### src/rtl/axi_w_arb_pkg.sv
// Shared types and helpers for the AXI W-channel order arbiter.
package axi_w_arb_pkg;

    // Arbiter FSM states: waiting for an order token, or forwarding a burst.
    typedef enum logic {
        IDLE  = 1'b0,
        BURST = 1'b1
    } state_t;

    // Index width for n entries, never narrower than one bit.
    function automatic int unsigned idx_width(input int unsigned n);
        return (n > 1) ? int'($clog2(n)) : 1;
    endfunction

endpackage

### src/rtl/axi_w_order_fifo.sv
// Order FIFO holding requester indices in AW-issue order; exposes the head
// and the entry behind it so back-to-back bursts can switch without a bubble.
module axi_w_order_fifo
    import axi_w_arb_pkg::*;
#(
    parameter int unsigned DEPTH  = 4,
    parameter int unsigned DATA_W = 2,
    localparam int unsigned PTR_W = idx_width(DEPTH),
    localparam int unsigned CNT_W = $clog2(DEPTH + 1)
) (
    input  logic              clk,
    input  logic              rst,
    input  logic              push,
    input  logic              pop,
    input  logic [DATA_W-1:0] din,
    output logic              full,
    output logic              empty,
    output logic [CNT_W-1:0]  count,
    output logic [DATA_W-1:0] head,
    output logic [DATA_W-1:0] head_next
);

    logic [DATA_W-1:0] mem [DEPTH];
    logic [PTR_W-1:0]  wr_ptr;
    logic [PTR_W-1:0]  rd_ptr;
    logic [CNT_W-1:0]  count_q;
    logic              push_ok;
    logic              pop_ok;

    // Pointer advance with wrap at DEPTH (DEPTH need not be a power of two).
    function automatic logic [PTR_W-1:0] ptr_inc(input logic [PTR_W-1:0] p);
        return (p == PTR_W'(DEPTH - 1)) ? '0 : p + PTR_W'(1);
    endfunction

    assign full      = (count_q == CNT_W'(DEPTH));
    assign empty     = (count_q == '0);
    assign count     = count_q;
    assign push_ok   = push & ~full;
    assign pop_ok    = pop & ~empty;
    assign head      = mem[rd_ptr];
    assign head_next = mem[ptr_inc(rd_ptr)];

    // Storage write; contents need no reset since count gates visibility.
    always_ff @(posedge clk) begin
        if (push_ok) begin
            mem[wr_ptr] <= din;
        end
    end

    // Pointer and occupancy bookkeeping; a simultaneous push and pop cancel.
    always_ff @(posedge clk) begin
        if (rst) begin
            wr_ptr  <= '0;
            rd_ptr  <= '0;
            count_q <= '0;
        end else begin
            if (push_ok) begin
                wr_ptr <= ptr_inc(wr_ptr);
            end
            if (pop_ok) begin
                rd_ptr <= ptr_inc(rd_ptr);
            end
            if (push_ok && !pop_ok) begin
                count_q <= count_q + CNT_W'(1);
            end else if (pop_ok && !push_ok) begin
                count_q <= count_q - CNT_W'(1);
            end
        end
    end

endmodule

### src/rtl/axi_w_order_arbiter.sv
// Routes W bursts from NUM_REQ requesters to one W stream in the order their
// AW requests were issued. Payload is muxed combinationally from the granted
// requester; only the grant, FSM state, beat counter and order FIFO hold state.
module axi_w_order_arbiter
    import axi_w_arb_pkg::*;
#(
    parameter int unsigned NUM_REQ     = 4,
    parameter int unsigned DATA_WIDTH  = 64,
    parameter int unsigned USER_WIDTH  = 1,
    parameter int unsigned ORDER_DEPTH = 4,
    parameter int unsigned STRB_WIDTH  = DATA_WIDTH / 8,
    parameter int unsigned IDX_W       = idx_width(NUM_REQ)
) (
    input  logic                            clk_i,
    input  logic                            rst_i,
    input  logic                            ord_valid_i,
    input  logic [IDX_W-1:0]                ord_idx_i,
    output logic                            ord_ready_o,
    input  logic [NUM_REQ-1:0]              req_valid_i,
    input  logic [NUM_REQ*DATA_WIDTH-1:0]   req_data_i,
    input  logic [NUM_REQ*STRB_WIDTH-1:0]   req_strb_i,
    input  logic [NUM_REQ*USER_WIDTH-1:0]   req_user_i,
    input  logic [NUM_REQ-1:0]              req_last_i,
    output logic [NUM_REQ-1:0]              req_ready_o,
    output logic                            mst_valid_o,
    output logic [DATA_WIDTH-1:0]           mst_data_o,
    output logic [STRB_WIDTH-1:0]           mst_strb_o,
    output logic [USER_WIDTH-1:0]           mst_user_o,
    output logic                            mst_last_o,
    input  logic                            mst_ready_i,
    output logic                            busy_o,
    output logic [7:0]                      beat_cnt_o
);

    localparam int unsigned CNT_W = $clog2(ORDER_DEPTH + 1);

    state_t           state_q;
    logic [IDX_W-1:0] gnt_q;
    logic [7:0]       beat_cnt_q;

    logic             fifo_full;
    logic             fifo_empty;
    logic [CNT_W-1:0] fifo_count;
    logic [IDX_W-1:0] fifo_head;
    logic [IDX_W-1:0] fifo_head_next;
    logic [IDX_W-1:0] ord_idx_safe;
    logic             ord_push;
    logic             beat;
    logic             last_beat;

    // Out-of-range indices are folded to requester 0 before queuing.
    assign ord_idx_safe = (32'(ord_idx_i) < NUM_REQ) ? ord_idx_i : '0;
    assign ord_ready_o  = ~fifo_full;
    assign ord_push     = ord_valid_i & ~fifo_full;
    assign beat         = mst_valid_o & mst_ready_i;
    assign last_beat    = beat & mst_last_o;
    assign busy_o       = (state_q == BURST);
    assign beat_cnt_o   = beat_cnt_q;

    axi_w_order_fifo #(
        .DEPTH  (ORDER_DEPTH),
        .DATA_W (IDX_W)
    ) u_order_fifo (
        .clk       (clk_i),
        .rst       (rst_i),
        .push      (ord_push),
        .pop       (last_beat),
        .din       (ord_idx_safe),
        .full      (fifo_full),
        .empty     (fifo_empty),
        .count     (fifo_count),
        .head      (fifo_head),
        .head_next (fifo_head_next)
    );

    // Payload mux and handshake steering from the granted requester only.
    always_comb begin
        mst_valid_o = 1'b0;
        mst_data_o  = '0;
        mst_strb_o  = '0;
        mst_user_o  = '0;
        mst_last_o  = 1'b0;
        req_ready_o = '0;
        if (state_q == BURST) begin
            for (int unsigned k = 0; k < NUM_REQ; k++) begin
                if (gnt_q == IDX_W'(k)) begin
                    mst_valid_o    = req_valid_i[k];
                    mst_data_o     = req_data_i[k*DATA_WIDTH +: DATA_WIDTH];
                    mst_strb_o     = req_strb_i[k*STRB_WIDTH +: STRB_WIDTH];
                    mst_user_o     = req_user_i[k*USER_WIDTH +: USER_WIDTH];
                    mst_last_o     = req_last_i[k];
                    req_ready_o[k] = mst_ready_i;
                end
            end
        end
    end

    // Grant FSM: IDLE loads the FIFO head (one bubble); a last beat either
    // chains straight into the next queued burst or returns to IDLE.
    always_ff @(posedge clk_i) begin
        if (rst_i) begin
            state_q    <= IDLE;
            gnt_q      <= '0;
            beat_cnt_q <= '0;
        end else begin
            case (state_q)
                IDLE: begin
                    beat_cnt_q <= '0;
                    if (!fifo_empty) begin
                        gnt_q   <= fifo_head;
                        state_q <= BURST;
                    end
                end
                BURST: begin
                    if (last_beat) begin
                        beat_cnt_q <= '0;
                        if (fifo_count > CNT_W'(1)) begin
                            gnt_q <= fifo_head_next;
                        end else begin
                            state_q <= IDLE;
                        end
                    end else if (beat && beat_cnt_q != 8'hFF) begin
                        beat_cnt_q <= beat_cnt_q + 8'd1;
                    end
                end
            endcase
        end
    end

endmodule

### config.mk
export PLATFORM = sky130hd
export DESIGN_NAME = axi_w_order_arbiter
export DESIGN_NICKNAME = d
export VERILOG_FILES = /design/src/rtl/axi_w_arb_pkg.sv /design/src/rtl/axi_w_order_fifo.sv /design/src/rtl/axi_w_order_arbiter.sv
export SDC_FILE = /design/constraint.sdc
export NUM_CORES = 1
export LEC_CHECK = 0
export ABC_AREA = 1
export BUFFER_PORTS_ARGS = -buffer_cell sky130_fd_sc_hd__buf_2
export CAP_MARGIN = 25
export CORE_AREA = 2 2 153 155
export CTS_CLUSTER_SIZE = 12
export DETAILED_ROUTE_END_ITERATION = 7
export DIE_AREA = 0 0 155 157
export GPL_ROUTABILITY_DRIVEN = 1
export MAX_ROUTING_LAYER = met4
export PLACE_DENSITY = 0.56
export SLEW_MARGIN = 10
export SYNTH_ARGS = -nofsm -noshare
export SYNTH_HDL_FRONTEND = slang
export SYNTH_SLANG_ARGS = --single-unit
### constraint.sdc
create_clock -name clk_i -period 5.3 [get_ports clk_i]
set_clock_uncertainty 0.2 [all_clocks]
set_input_delay 0.265 -clock clk_i [delete_from_list [all_inputs] [get_ports clk_i]]
set_output_delay 0.265 -clock clk_i [all_outputs]
set_load 0.005 [all_outputs]
Word level (Yosys, flattened, before mapping)
Memory sizes are Yosys's and may differ from the RTL's. A register that Yosys moved wholly into a read port is not among the register bits.
Cells that the tools add are included.
{"block": "totals", "mem_count": 1, "inputBits": 306, "ff_bits": 18, "mem_bits_rw": 8}
{"memory": "u_order_fifo.mem", "words": 4, "word_bits": 2, "rd": 2, "rd_clocked_by_memory_dff": 1, "wr": 1, "line": "axi_w_order_fifo.sv:23", "source": "logic [DATA_W-1:0] mem [DEPTH];"}
{"block": "classes", "n_addsub": 5, "n_lt_le_gt_ge": 1, "n_reduce_logical": 9, "mux": 49, "n_bitwise": 8, "n_eq_ne": 11}
{"op": "64-bit 2-to-1 mux", "n": 5}
{"op": "8-bit 2-to-1 mux", "n": 7}
{"op": "1-bit 2-to-1 mux", "n": 24}
{"op": "8-bit case mux with 2 select lines", "n": 1}
{"op": "2-bit 2-to-1 mux", "n": 7}
{"op": "8-bit by 1-bit adder with 8-bit output (second input constant)", "n": 1}
{"op": "2-bit == test (second input constant)", "n": 4}
{"op": "8-bit != test (second input constant)", "n": 1}
{"op": "3-bit 2-to-1 mux", "n": 2}
{"op": "1-bit AND", "n": 5}
{"op": "2-bit by 1-bit adder with 2-bit output (second input constant)", "n": 2}
{"op": "4-bit 2-to-1 mux", "n": 1}
{"op": "2-bit by 1-bit != test with 1-bit output (second input constant)", "n": 2}
{"op": "2-bit case mux with 2 select lines", "n": 1}
{"op": "3-bit by 1-bit adder with 3-bit output (second input constant)", "n": 1}
{"op": "3-bit == test (second input constant)", "n": 1}
{"op": "3-bit by 1-bit greater-than comparator with 1-bit output (second input constant)", "n": 1}
{"op": "1-bit logical AND", "n": 3}
{"op": "3-bit zero test", "n": 1}
{"op": "3-bit by 1-bit != test with 1-bit output (second input constant)", "n": 1}
{"op": "1-bit inverter", "n": 3}
{"op": "3-bit AND reduction", "n": 1}
{"op": "3-bit by 1-bit subtractor with 3-bit output (second input constant)", "n": 1}
{"op": "2-bit by 1-bit == test with 1-bit output (second input constant)", "n": 1}
{"op": "5 further kinds", "n": 6}

Logic depth before layout (Yosys ltp)
Gate-level depths: netlist (run 1).
{"block": "logic_depth", "depth_word": 12, "mapped_depth": 13, "depth_no_buf": 12}

By module
A second synthesis (run 1) with hierarchy kept.
{"block": "unflattened", "hier_cells": 688, "hier_area_um2": 3938.8}
{"mod": "axi_w_order_arbiter", "area_each_um2": 3074.2, "cells_per_inst": 585, "instances": 1}
{"mod": "axi_w_order_fifo", "area_each_um2": 864.6, "cells_per_inst": 103, "instances": 1}

Least setup slack after synthesis (run 1)
OpenSTA, ideal clock, no wires.
{"block": "synth_path", "kind": "register -> register", "startpoint": "register gnt_q[0]", "endpoint": "register u_order_fifo.count_q[2] (netlist: u_order_fifo.count[2])", "setup_ps": 122, "n_path_buf": 1, "path_stages_with_launch": 13, "period_less_slack_ps": 2151, "t_required_ps": 4978, "arrival_time_ps": 1829, "setup_slack_ps": 3149, "path_cell_list": "dfxtp_1 -> buf_4 -> nand2_4 -> nor2_1 -> nor2_1 -> nand3_2 -> nor2_1 -> nand2_1 -> ha_1 -> nor2_1 -> o21ai_0 -> o21ai_0 -> a21oi_1"}
{"block": "synth_between", "elab_chain_cells": 12}
{"item": "from (decl)", "line": "axi_w_order_arbiter.sv:38", "source": "logic [IDX_W-1:0] gnt_q;"}
{"item": "from (signal assigned)", "line": "axi_w_order_arbiter.sv:110", "source": "gnt_q <= fifo_head;"}
{"item": "from (signal assigned)", "line": "axi_w_order_arbiter.sv:118", "source": "gnt_q <= fifo_head_next;"}
{"item": "2-bit zero test", "line": "axi_w_order_arbiter.sv:86", "source": "if (gnt_q == IDX_W'(k)) begin"}
{"item": "1-bit 2-to-1 mux (4 in a row)", "line": "axi_w_order_arbiter.sv:86"}
{"item": "1-bit 2-to-1 mux", "line": "axi_w_order_arbiter.sv:84", "source": "if (state_q == BURST) begin"}
{"item": "1-bit AND", "line": "axi_w_order_arbiter.sv:55", "source": "assign beat = mst_valid_o & mst_ready_i;"}
{"item": "1-bit AND (*)", "line": "axi_w_order_arbiter.sv:56", "source": "assign last_beat = beat & mst_last_o;"}
{"item": "1-bit AND (*)", "line": "axi_w_order_fifo.sv:39", "source": "assign pop_ok = pop & ~empty;"}
{"item": "1-bit zero test", "line": "axi_w_order_fifo.sv:63", "source": "if (push_ok && !pop_ok) begin"}
{"item": "1-bit logical AND", "line": "axi_w_order_fifo.sv:63"}
{"item": "3-bit 2-to-1 mux / 2-bit nonzero test (equally long branches)"}
{"item": "to (signal assigned)", "line": "axi_w_order_fifo.sv:64", "source": "count_q <= count_q + CNT_W'(1);"}
{"item": "to (signal assigned)", "line": "axi_w_order_fifo.sv:66", "source": "count_q <= count_q - CNT_W'(1);"}
{"item": "to (decl)", "line": "axi_w_order_fifo.sv:26", "source": "logic [CNT_W-1:0] count_q;"}
Every way passes the cells marked *; elsewhere a longest branch is shown, timed or not.
A chain may end at the register's enable or synchronous reset.

Worst setup path in the final report (run 1)
{"block": "layout_path", "startpoint": "register gnt_q[1]", "endpoint": "output port mst_data_o[62]"}
{"block": "layout_between", "elab_chain_cells": 6}
{"item": "2-bit zero test", "line": "axi_w_order_arbiter.sv:86"}
{"item": "64-bit 2-to-1 mux (3 in a row)", "line": "axi_w_order_arbiter.sv:86"}
{"item": "64-bit 2-to-1 mux (*)", "line": "axi_w_order_arbiter.sv:86"}
{"item": "64-bit 2-to-1 mux (*)", "line": "axi_w_order_arbiter.sv:84"}
{"item": "to (decl)", "line": "axi_w_order_arbiter.sv:26", "source": "output logic [DATA_WIDTH-1:0] mst_data_o,"}
Marked as above.

==> flow_summary_export.csv, run 1 <==
group,metric,value,unit
status,status,"finished clean",
synthesis,syn_inst,677,
timing,report.final.slew_viol_count,0,
floorplan,die_h,157,um
place,preCtsSetupSlack,2.09,ns
floorplan,core_area,22500,um2
routing,drc,0,
synthesis,ys_seq_area_frac,0.165,
clock_network,cts_buffer_depth,2,
setup_path,reg2reg_slack,2.10,ns
synthesis,synth_area_leaders,"nand3_1 12%, nand2_1 12%, dfxtp_1 10%",
synthesis,yosys.area.top_type,"nand3_1",
power,sw_frac_of_total,0.520,
routing,num_vias,5993,
routing,wl,20.3,mm
clock_network,cts_setup_buffers,0,
setup_path,path_depth,5,
setup_path,max_stage_delay,0.84,ns
timing,whs,0.0343,ns
cells_and_area,fin_nets,1346,
setup_path,r2r_start,"gnt_q[1]",
clock_network,clock_sinks,28,
power,ir_drop,0.213,mV
cells_and_area,fin_util,0.274,
job,cap_violations,0,
setup_path,crit_slowest_cell,"nor2_4",
power,p_leak,3.45,nW
synthesis,ys_warn_count,0,
timing,min_period_over_period,0.641,
clock_network,cts-root-buf,"clkbuf_16",
place,gp_congestion,0.929,
clock_network,cts_tree,"done",
place,portBuffers,394,
worst_hold_path,min_from,"ord_idx_i[0]",
synthesis,synth_top_area_share,0.121,
setup_path,start_kind,"flip-flop",
clock_network,clkTransAtPathRegs,0.07,ns
routing,ant_nets,0,
timing,max_freq,294,MHz
setup_path,timing_worst_setup_path_type,"reg -> out",
cells_and_area,drive_gt1_frac,0.410,
synthesis,syn_area,3890,um2
floorplan,row_count,55,
timing,worstMarginPinSlew,0.970,ns
floorplan,initial_utilization,0.173,
floorplan,die_x,155,um
cells_and_area,finalNonFillerCells,1315,
synthesis,synth_cell_types,31,
cells_and_area,finalInstanceArea,6170,um2
routing,wl_per_cell,15.4,um
floorplan,pin_count,395,
setup_path,cp-startpoint,"gnt_q[1]",
power,p_sw,1.05,mW
clock_network,holdBufCountCts,0,
setup_path,path_buf_inv,2,
timing,min_period,3.40,ns
global_routing,first_global_vias,5355,
timing,hold_viol,0,
clock_network,cts_max_level,1,
clock_network,cts_resized,0,
timing,setup_viol,0,
worst_hold_path,hold_path_class,"in -> reg",
global_routing,grt_pass1_wl,29.3,mm
place,placed_area,6030,um2
power,p_total,2.03,mW
timing,relSlewSlack,0.352,
global_routing,grt_use_total,0.154,
global_routing,antenna_found_initial,2,
power,combPwrFrac,0.731,
setup_path,cpLargestDelayFamily,"simple AND/OR/NAND/NOR gates",
timing,finalWorstSetupSlack,1.90,ns
floorplan,die-area,24300,um2
timing,tns,0,ns
worst_hold_path,holdPathStages,1,
cells_and_area,synthToLayoutAreaGrowth,58.5,%
routing,drt-vias-per-instance,4.56,
clock_network,numCtsBuffers,3,
routing,drt_first_iter_violations,577,
power,p_int,973,uW
setup_path,end_kind,"output pin",
power,power_frac_seq,0.159,
clock_network,clock_latency,0.26,ns
global_routing,grt_max_degree,70,
setup_path,cp_max_fo,40,
synthesis,syn-num-nets,994,
synthesis,ys_ff_latch,28,
routing,drt_first_pass_iters,5,
setup_path,path_cells,"nor2_4 > inv_2 > o221ai_1 > a21oi_1 > buf_2",
place,hpwl,15.9,mm
global_routing,grt_overflow_total,0,
power,clkPwrFrac,0.109,
timing,rsz0062_at_grt,"false",
place,dp.cells,1308,
setup_path,cp-endpoint,"mst_data_o[62]",
synthesis,avgSynthCellArea,5.75,um2
setup_path,timing.reg2reg.worst_path_depth,11,
setup_path,crit_arrival,2.93,ns
setup_path,r2r_end,"u_order_fifo.count[2]",
power,powerDensity,329,nW/um2
setup_path,critPathRequiredTime,4.84,ns
worst reg2reg max path, delay by kind of cell, from the launching register on:
kind | cells | cell delay (ns)
flip-flops | 1 | 0.55
AND/OR/NAND/NOR | 7 | 1.66
adder cells (fa/ha/maj) | 1 | 0.37
AO/OA/AOI/OAI | 3 | 0.31
cell usage after synthesis, drive strengths merged:
library cell  instances
nor2                 37
a21oi                49
ha                   11
o21ai                87
a211oi                1
xnor2                 1
xor2                  1
or2                   1
clkbuf               32
dfxtp                20
nand2               124
edfxtp                8
buf                  19
o211ai               38
nand3                96
inv                 113
o221ai               36
o21bai                2
clkinv                1
registers in the layout, indices dropped and copies added, names as in the netlist, named ones only:
| register | count |
|---|---|
| beat_cnt_o | 8 |
| busy_o | 1 |
| gnt_q | 2 |
| u_order_fifo.count | 3 |
| u_order_fifo.mem | 8 |
| u_order_fifo.rd_ptr | 2 |
| u_order_fifo.wr_ptr | 2 |
final cells by class:
cell class | count | area (um2)
fill | 2539 | 16300
multi-input combinational | 484 | 2610
timing repair buffer | 398 | 2020
sequential | 28 | 647
inverter | 114 | 428
tap | 285 | 357
clock buffer | 3 | 75.1
clock inverter | 1 | 30.0
antenna | 2 | 5.00
how the worst min path moves through the flow:
stage,to
6_report,u_order_fifo.mem[2][0]
5_1_grt,u_order_fifo.mem[2][0]
4_1_cts,u_order_fifo.mem[2][0]
3_5_place_dp,u_order_fifo.rd_ptr[1]
3_3_place_gp,u_order_fifo.rd_ptr[1]
2_1_floorplan,flip-flop
power groups by stage:
stage / Combinational [mW] / Sequential [mW] / Clock, mW
detailed placement: 1.49 / 0.330 / 0
CTS: 1.49 / 0.328 / 0.229
finish: 1.48 / 0.323 / 0.222
floorplan: 0.979 / 0.258 / 0
global route: 1.66 / 0.334 / 0.239
global placement: 1.49 / 0.327 / 0
metal layers:
layer / vias to the layer above / GRT usage / share of wire
met5: - / - / 0
met4: 0 / 0.0511 / 0.032
met3: 40 / 0.0143 / 0.062
met2: 264 / 0.261 / 0.49
met1: 2680 / 0.194 / 0.42
li1: 3009 / - / -
cells in the final DEF, fill, tap and decap left out, types with 7 or more instances in the layout:
master,Yosys,routed
buf_2,15,394
nand2_1,121,121
inv_1,106,106
nand3_1,94,94
o21ai_0,70,70
a21oi_1,49,49
o211ai_1,38,38
o221ai_1,36,36
nor2_1,35,35
dfxtp_1,20,17
o21ai_1,16,16
ha_1,11,11
edfxtp_1,8,8
inv_2,7,7
kinds of logic after synthesis:
| logic type | count (synthesis) | share of synthesized area |
|---|---|---|
| AND/OR/NAND/NOR | 258 | 0.290 |
| AO/OA/AOI/OAI | 213 | 0.339 |
| buffers and inverters | 165 | 0.167 |
| flip-flops | 28 | 0.165 |
| adder cells (fa/ha/maj) | 11 | 0.0354 |
| XOR/XNOR | 2 | 0.00450 |
(Power assumes the default switching activity.)
==> inputs of run 2 (changes only) <==
--- a/config.mk
+++ b/config.mk
@@ -5,16 +5,16 @@
 export SDC_FILE = /design/constraint.sdc
 export NUM_CORES = 1
 export LEC_CHECK = 0
-export ABC_AREA = 1
+export ABC_AREA = 0
 export BUFFER_PORTS_ARGS = -buffer_cell sky130_fd_sc_hd__buf_2
 export CAP_MARGIN = 25
-export CORE_AREA = 2 2 153 155
+export CORE_AREA = 2 2 152 154
 export CTS_CLUSTER_SIZE = 12
 export DETAILED_ROUTE_END_ITERATION = 7
-export DIE_AREA = 0 0 155 157
+export DIE_AREA = 0 0 154 156
 export GPL_ROUTABILITY_DRIVEN = 1
 export MAX_ROUTING_LAYER = met4
-export PLACE_DENSITY = 0.56
+export PLACE_DENSITY = 0.55
 export SLEW_MARGIN = 10
 export SYNTH_ARGS = -nofsm -noshare
 export SYNTH_HDL_FRONTEND = slang
==> constraint.sdc (replaced) <==
create_clock -name clk_i -period 3.5 [get_ports clk_i]
set_clock_uncertainty 0.2 [all_clocks]
set_input_delay 0.175 -clock clk_i [delete_from_list [all_inputs] [get_ports clk_i]]
set_output_delay 0.175 -clock clk_i [all_outputs]
set_load 0.005 [all_outputs]
==> run 2 against run 1 <==
  * Non-clock buffer count grew 3
  * Critical path type unchanged
  * Hold slack lost 0.0071 ns
  * Combinational power grew 26%
  * Largest power group unchanged
  * Register-to-register slack lost 0.91 ns
  * Synthesized cell count shrank 53%
  * Routed wire length shrank 6.8%
==> flow_summary_export.csv, run 2 <==
group,metric,value,unit
status,status,"finished clean",
synthesis,ys_ff_latch,28,
cells_and_area,fin_util,0.272,
setup_path,r2r_start,"gnt_q[0]",
clock_network,cts_resized,0,
timing,max_freq,383,MHz
floorplan,row_count,55,
timing,min_period,2.61,ns
synthesis,syn_area,3690,um2
timing,rsz0062_at_grt,"false",
clock_network,cts_tree,"done",
synthesis,post-synth-top-count-cell,"mux4_2",
worst_hold_path,holdPathStages,2,
floorplan,initial_utilization,0.165,
routing,num_vias,4289,
setup_path,cpLargestDelayFamily,"buffers and inverters",
clock_network,clkTransAtPathRegs,0.07,ns
synthesis,ys_seq_area_frac,0.173,
timing,setup_viol,0,
synthesis,synth_top_area_share,0.475,
global_routing,grt_max_degree,83,
power,p_leak,2.87,nW
clock_network,clock_latency,0.26,ns
clock_network,cts_max_level,1,
timing,finalWorstSetupSlack,0.887,ns
synthesis,syn_inst,317,
clock_network,cts_buffer_depth,2,
job,cap_violations,0,
routing,drt_first_pass_iters,4,
synthesis,synth_cell_types,31,
synthesis,avgSynthCellArea,11.7,um2
worst_hold_path,hold_end,"gnt_q[1]",
timing,hold_viol,0,
setup_path,r2r_end,"u_order_fifo.count[2]",
floorplan,die-area,24000,um2
cells_and_area,drive_gt1_frac,0.703,
clock_network,clock_sinks,28,
timing,report.final.slew_viol_count,0,
cells_and_area,fill_cells,2441,
setup_path,path_buf_inv,2,
clock_network,numCtsBuffers,3,
synthesis,synth_ff_type,"dfxtp_1",
synthesis,yosys.area.top_type,"mux4_2",
cells_and_area,synthToLayoutAreaGrowth,64.8,%
routing,wl_per_cell,19.1,um
setup_path,cp_max_fo,31,
synthesis,synth_area_leaders,"mux4_2 48%, and2_1 13%, dfxtp_1 11%",
global_routing,grt_use_total,0.150,
floorplan,core_area,22400,um2
routing,ant_nets,0,
place,gp_congestion,0.862,
global_routing,grt_overflow_total,0,
power,powerDensity,434,nW/um2
synthesis,ys_warn_count,0,
floorplan,pin_count,395,
setup_path,end_kind,"output pin",
setup_path,max_stage_delay,0.59,ns
timing,tns,0,ns
routing,drt-vias-per-instance,4.35,
worst_hold_path,min_from,"rst_i",
routing,wl,18.9,mm
timing,worstMarginPinSlew,0.740,ns
setup_path,critPathRequiredTime,3.12,ns
synthesis,async_flop_share,0,
worst_hold_path,hold_path_class,"in -> reg",
cells_and_area,fin_nets,1008,
setup_path,reg2reg_slack,1.19,ns
place,placed_area,5940,um2
floorplan,die_x,154,um
routing,drc,0,
cells_and_area,finalInstanceArea,6090,um2
cells_and_area,final_common_cell,"buf_2",
setup_path,crit_slowest_cell,"mux4_2",
global_routing,first_global_vias,4282,
place,preCtsSetupSlack,1.11,ns
place,portBuffers,394,
synthesis,synth_edf_count,8,
timing,whs,0.0272,ns
synthesis,syn-num-nets,634,
routing,drt_first_iter_violations,273,
setup_path,crit_arrival,2.24,ns
synthesis,yosys-top-cells-count,"78 x mux4_2, 76 x and2_1, 24 x nor2_1, 20 x dfxtp_1, 18 x clkbuf_1",
timing,min_period_over_period,0.747,
setup_path,path_cells,"buf_4 > mux4_2 > and2_1 > buf_2",
global_routing,grt_pass1_wl,26.5,mm
global_routing,antenna_found_initial,16,
clock_network,cts-root-buf,"clkbuf_16",
setup_path,timing.reg2reg.worst_path_depth,5,
cells_and_area,layout_common_cells,"394 x buf_2, 78 x mux4_2, 76 x and2_1",
power,ir_drop,0.386,mV
floorplan,die_h,156,um
place,hpwl,16.5,mm
setup_path,timing_worst_setup_path_type,"reg -> out",
timing,relSlewSlack,0.507,
setup_path,start_kind,"flip-flop",
run 2: cell types whose count changed after synthesis, moves of 11 or more:
| cell | change |
|---|---|
| inv_1 | -99 |
| o211ai_1 | -38 |
| nand3_1 | -90 |
| mux4_2 | +78 |
| o21ai_1 | -16 |
| and2_1 | +76 |
| clkbuf_1 | -14 |
| o21ai_0 | -65 |
| o221ai_1 | -36 |
| a21oi_1 | -39 |
| nor2_1 | -11 |
| nand2_1 | -116 |
run 2: per-stage QoR:
stage / std cells / total power [mW]
2_1_floorplan: 317 / 1.67
3_3_place_gp: 969 / 2.33
3_5_place_dp: 969 / 2.34
4_1_cts: 975 / 2.69
5_1_grt: 987 / 2.86
6_report: 987 / 2.64
run 2: worst max-delay path by stage:
stage | slack, ns | start | to | depth (start not counted)
after detailed placement | 1.11 | gnt_q[0] | mst_strb_o[5] | 4
final | 0.89 | gnt_q[0] | mst_strb_o[0] | 4
after global routing | 0.75 | gnt_q[0] | mst_strb_o[0] | 4
after CTS | 0.82 | gnt_q[0] | mst_strb_o[5] | 4
after floorplan | 1.13 | gnt_q[0] | u_order_fifo.count[2] | 8
after global placement | 1.13 | gnt_q[0] | mst_user_o | 4
run 2: kinds of logic after synthesis:
group / count (synthesis) / share of synthesized area
compound gates: 18 / 0.0288
simple gates: 126 / 0.195
flops: 28 / 0.173
fa+ha+maj: 11 / 0.0372
buf+inv: 39 / 0.0467
mux: 86 / 0.497
xor+xnor: 9 / 0.0213
run 2: cell type report:
class | count | area [um2] | area share
clock inverter | 1 | 30.0 | 0.00493
sequential | 28 | 649 | 0.107
antenna | 12 | 30.0 | 0.00493
timing repair buffer | 401 | 2040 | 0.335
clock buffer | 3 | 75.1 | 0.0123
inverter | 7 | 26.3 | 0.00431
multi-input combinational | 250 | 2880 | 0.473
tap | 285 | 357 | 0.0585
run 2: report_power, final:
part | total (mW) | switching (mW) | internal [mW]
sequential | 0.441 | 0.0675 | 0.373
clock | 0.334 | 0.107 | 0.228
combinational | 1.87 | 0.818 | 1.05
run 2: repair_timing:
item / in CTS / in global routing
hold endpoints to repair: 8 / 0
hold buffers: 2 / 0
buffers inserted: 0 / 0
run 2: routing by layer:
metal  vias to the layer above  routed length [um]  GRT usage
met3                        28                1400     0.0364
met2                       191                9600      0.244
met4                         0                 399     0.0530
met5                         -                   0          -
met1                      2091                7480      0.181
li1                       1979                   -          -
==> inputs of run 3 (changes only) <==
--- a/config.mk
+++ b/config.mk
@@ -14,7 +14,7 @@
 export DIE_AREA = 0 0 154 156
 export GPL_ROUTABILITY_DRIVEN = 1
 export MAX_ROUTING_LAYER = met4
-export PLACE_DENSITY = 0.55
+export PLACE_DENSITY = 0.57
 export SLEW_MARGIN = 10
 export SYNTH_ARGS = -nofsm -noshare
 export SYNTH_HDL_FRONTEND = slang
==> constraint.sdc (replaced) <==
create_clock -name clk_i -period 2.3 [get_ports clk_i]
set_clock_uncertainty 0.2 [all_clocks]
set_input_delay 0.115 -clock clk_i [delete_from_list [all_inputs] [get_ports clk_i]]
set_output_delay 0.115 -clock clk_i [all_outputs]
set_load 0.005 [all_outputs]
==> run 3 against run 2 <==
  * Routed wire length increased by 3.2%
  * Core utilization increased by 0.55 points
  * First-iteration DRC count increased by 9.2%
  * Clock-buffer cell count unchanged
  * Register-to-register slack got worse by 1.1 ns
  * Clock power increased by 54%
  * Critical path depth unchanged
==> flow_summary_export.csv, run 3 (same netlist as run 2, synthesis figures left out) <==
group,metric,value,unit
cells_and_area,fin_nets,1018,
setup_path,crit_arrival,1.89,ns
status,status,"finished clean",
place,portBuffers,394,
floorplan,initial_utilization,0.165,
routing,drt_first_iter_violations,298,
floorplan,die_h,156,um
power,powerDensity,687,nW/um2
clock_network,cts-root-buf,"clkbuf_16",
clock_network,clock_sinks,28,
clock_network,clkTransAtPathRegs,0.07,ns
clock_network,cts_tree,"done",
global_routing,grt_use_total,0.151,
place,gp_congestion,0.857,
cells_and_area,drive_gt1_frac,0.706,
routing,drt-vias-per-instance,4.48,
timing,report.final.slew_viol_count,0,
global_routing,first_global_vias,4315,
global_routing,antenna_found_initial,3,
timing,whs,0.112,ns
timing,max_freq,454,MHz
routing,drc,0,
setup_path,reg2reg_slack,0.11,ns
setup_path,timing.reg2reg.worst_path_depth,6,
clock_network,cts_buffer_depth,2,
routing,num_vias,4430,
floorplan,die-area,24000,um2
clock_network,cts_max_level,1,
timing,worstMarginPinSlew,0.439,ns
floorplan,row_count,55,
timing,tns,0,ns
power,ir_drop,0.363,mV
timing,setup_viol,0,
cells_and_area,synthToLayoutAreaGrowth,68.2,%
cells_and_area,layout_common_cells,"394 x buf_2, 78 x mux4_2, 76 x and2_1",
global_routing,grt_max_degree,41,
floorplan,pin_count,395,
timing,finalWorstSetupSlack,0.0975,ns
place,preCtsSetupSlack,0.224,ns
power,p_leak,2.94,nW
power,p_total,4.27,mW
worst_hold_path,hold_path_class,"in -> reg",
floorplan,die_x,154,um
clock_network,cts_setup_buffers,0,
setup_path,start_kind,"flip-flop",
global_routing,grt_overflow_total,0,
setup_path,timing_worst_setup_path_type,"reg -> out",
routing,drt_first_pass_iters,4,
timing,rsz0062_at_grt,"false",
setup_path,cp_max_fo,18,
cells_and_area,final_common_cell,"buf_2",
global_routing,grt_pass1_wl,27.0,mm
timing,relSlewSlack,0.707,
worst_hold_path,holdPathStages,2,
floorplan,core_area,22400,um2
routing,wl_per_cell,19.7,um
place,placed_area,6000,um2
timing,min_period_over_period,0.958,
job,cap_violations,0,
setup_path,critPathRequiredTime,1.99,ns
place,hpwl,16.5,mm
cells_and_area,finalInstanceArea,6210,um2
routing,ant_nets,0,
setup_path,end_kind,"output pin",
cells_and_area,fill_cells,2394,
routing,wl,19.5,mm
timing,hold_viol,0,
clock_network,numCtsBuffers,3,
timing,min_period,2.20,ns
clock_network,clock_latency,0.26,ns
-- run 3: per-stage QoR --
stage | util | instances
after floorplan | - | 317
after global placement | 0.268 | 976
after detailed placement | 0.268 | 976
after CTS | 0.274 | 983
after global routing | 0.278 | 988
final | 0.278 | 989
-- run 3: report_power, final --
part / internal [mW] / leakage [nW] / switching (mW) / total [mW]
Sequential: 0.568 / 0.238 / 0.0992 / 0.667
Clock: 0.347 / 0.0511 / 0.166 / 0.513
Combinational: 1.73 / 2.66 / 1.36 / 3.09
Total: 2.65 / 2.94 / 1.62 / 4.27
-- run 3: routing by layer --
layer	wire, um	global-route usage	share of wire	up-vias
met5	0	-	0	-
met4	446	0.0383	0.023	0
met3	1490	0.0289	0.077	22
met2	9970	0.259	0.51	222
met1	7560	0.183	0.39	2192
li1	-	-	-	1994
-- run 3: timing repair --
action,4_1_cts,5_1_grt
endpoints found under the hold margin,16,0
hold buffers,3,0
endpoints found under the setup margin,0,2
gates resized for setup,0,3
-- run 3: final timing paths --
path                 startpoint                     end
setup reg to reg       gnt_q[0]   u_order_fifo.count[2]
setup / recovery       gnt_q[0]           mst_strb_o[1]
hold / removal      ord_valid_i  u_order_fifo.mem[0][1]
hold reg to reg   beat_cnt_o[1]           beat_cnt_o[1]
-- run 3: layout make-up --
cell class | instances | area, um2 | share of cell area
Multi-Input combinational cell | 250 | 2880 | 0.464
Timing Repair Buffer | 411 | 2190 | 0.352
Sequential cell | 28 | 649 | 0.104
Tap cell | 285 | 357 | 0.0574
Clock buffer | 3 | 75.1 | 0.0121
Clock inverter | 1 | 30.0 | 0.00483
Inverter | 7 | 26.3 | 0.00423
Antenna cell | 4 | 10.0 | 0.00161
-- run 3: worst max-delay path, cell delays in order, from the launching register on --
cell	delay, ns
dfxtp_4	0.50
buf_16	0.22
mux4_2	0.58
and2_1	0.18
buf_2	0.13
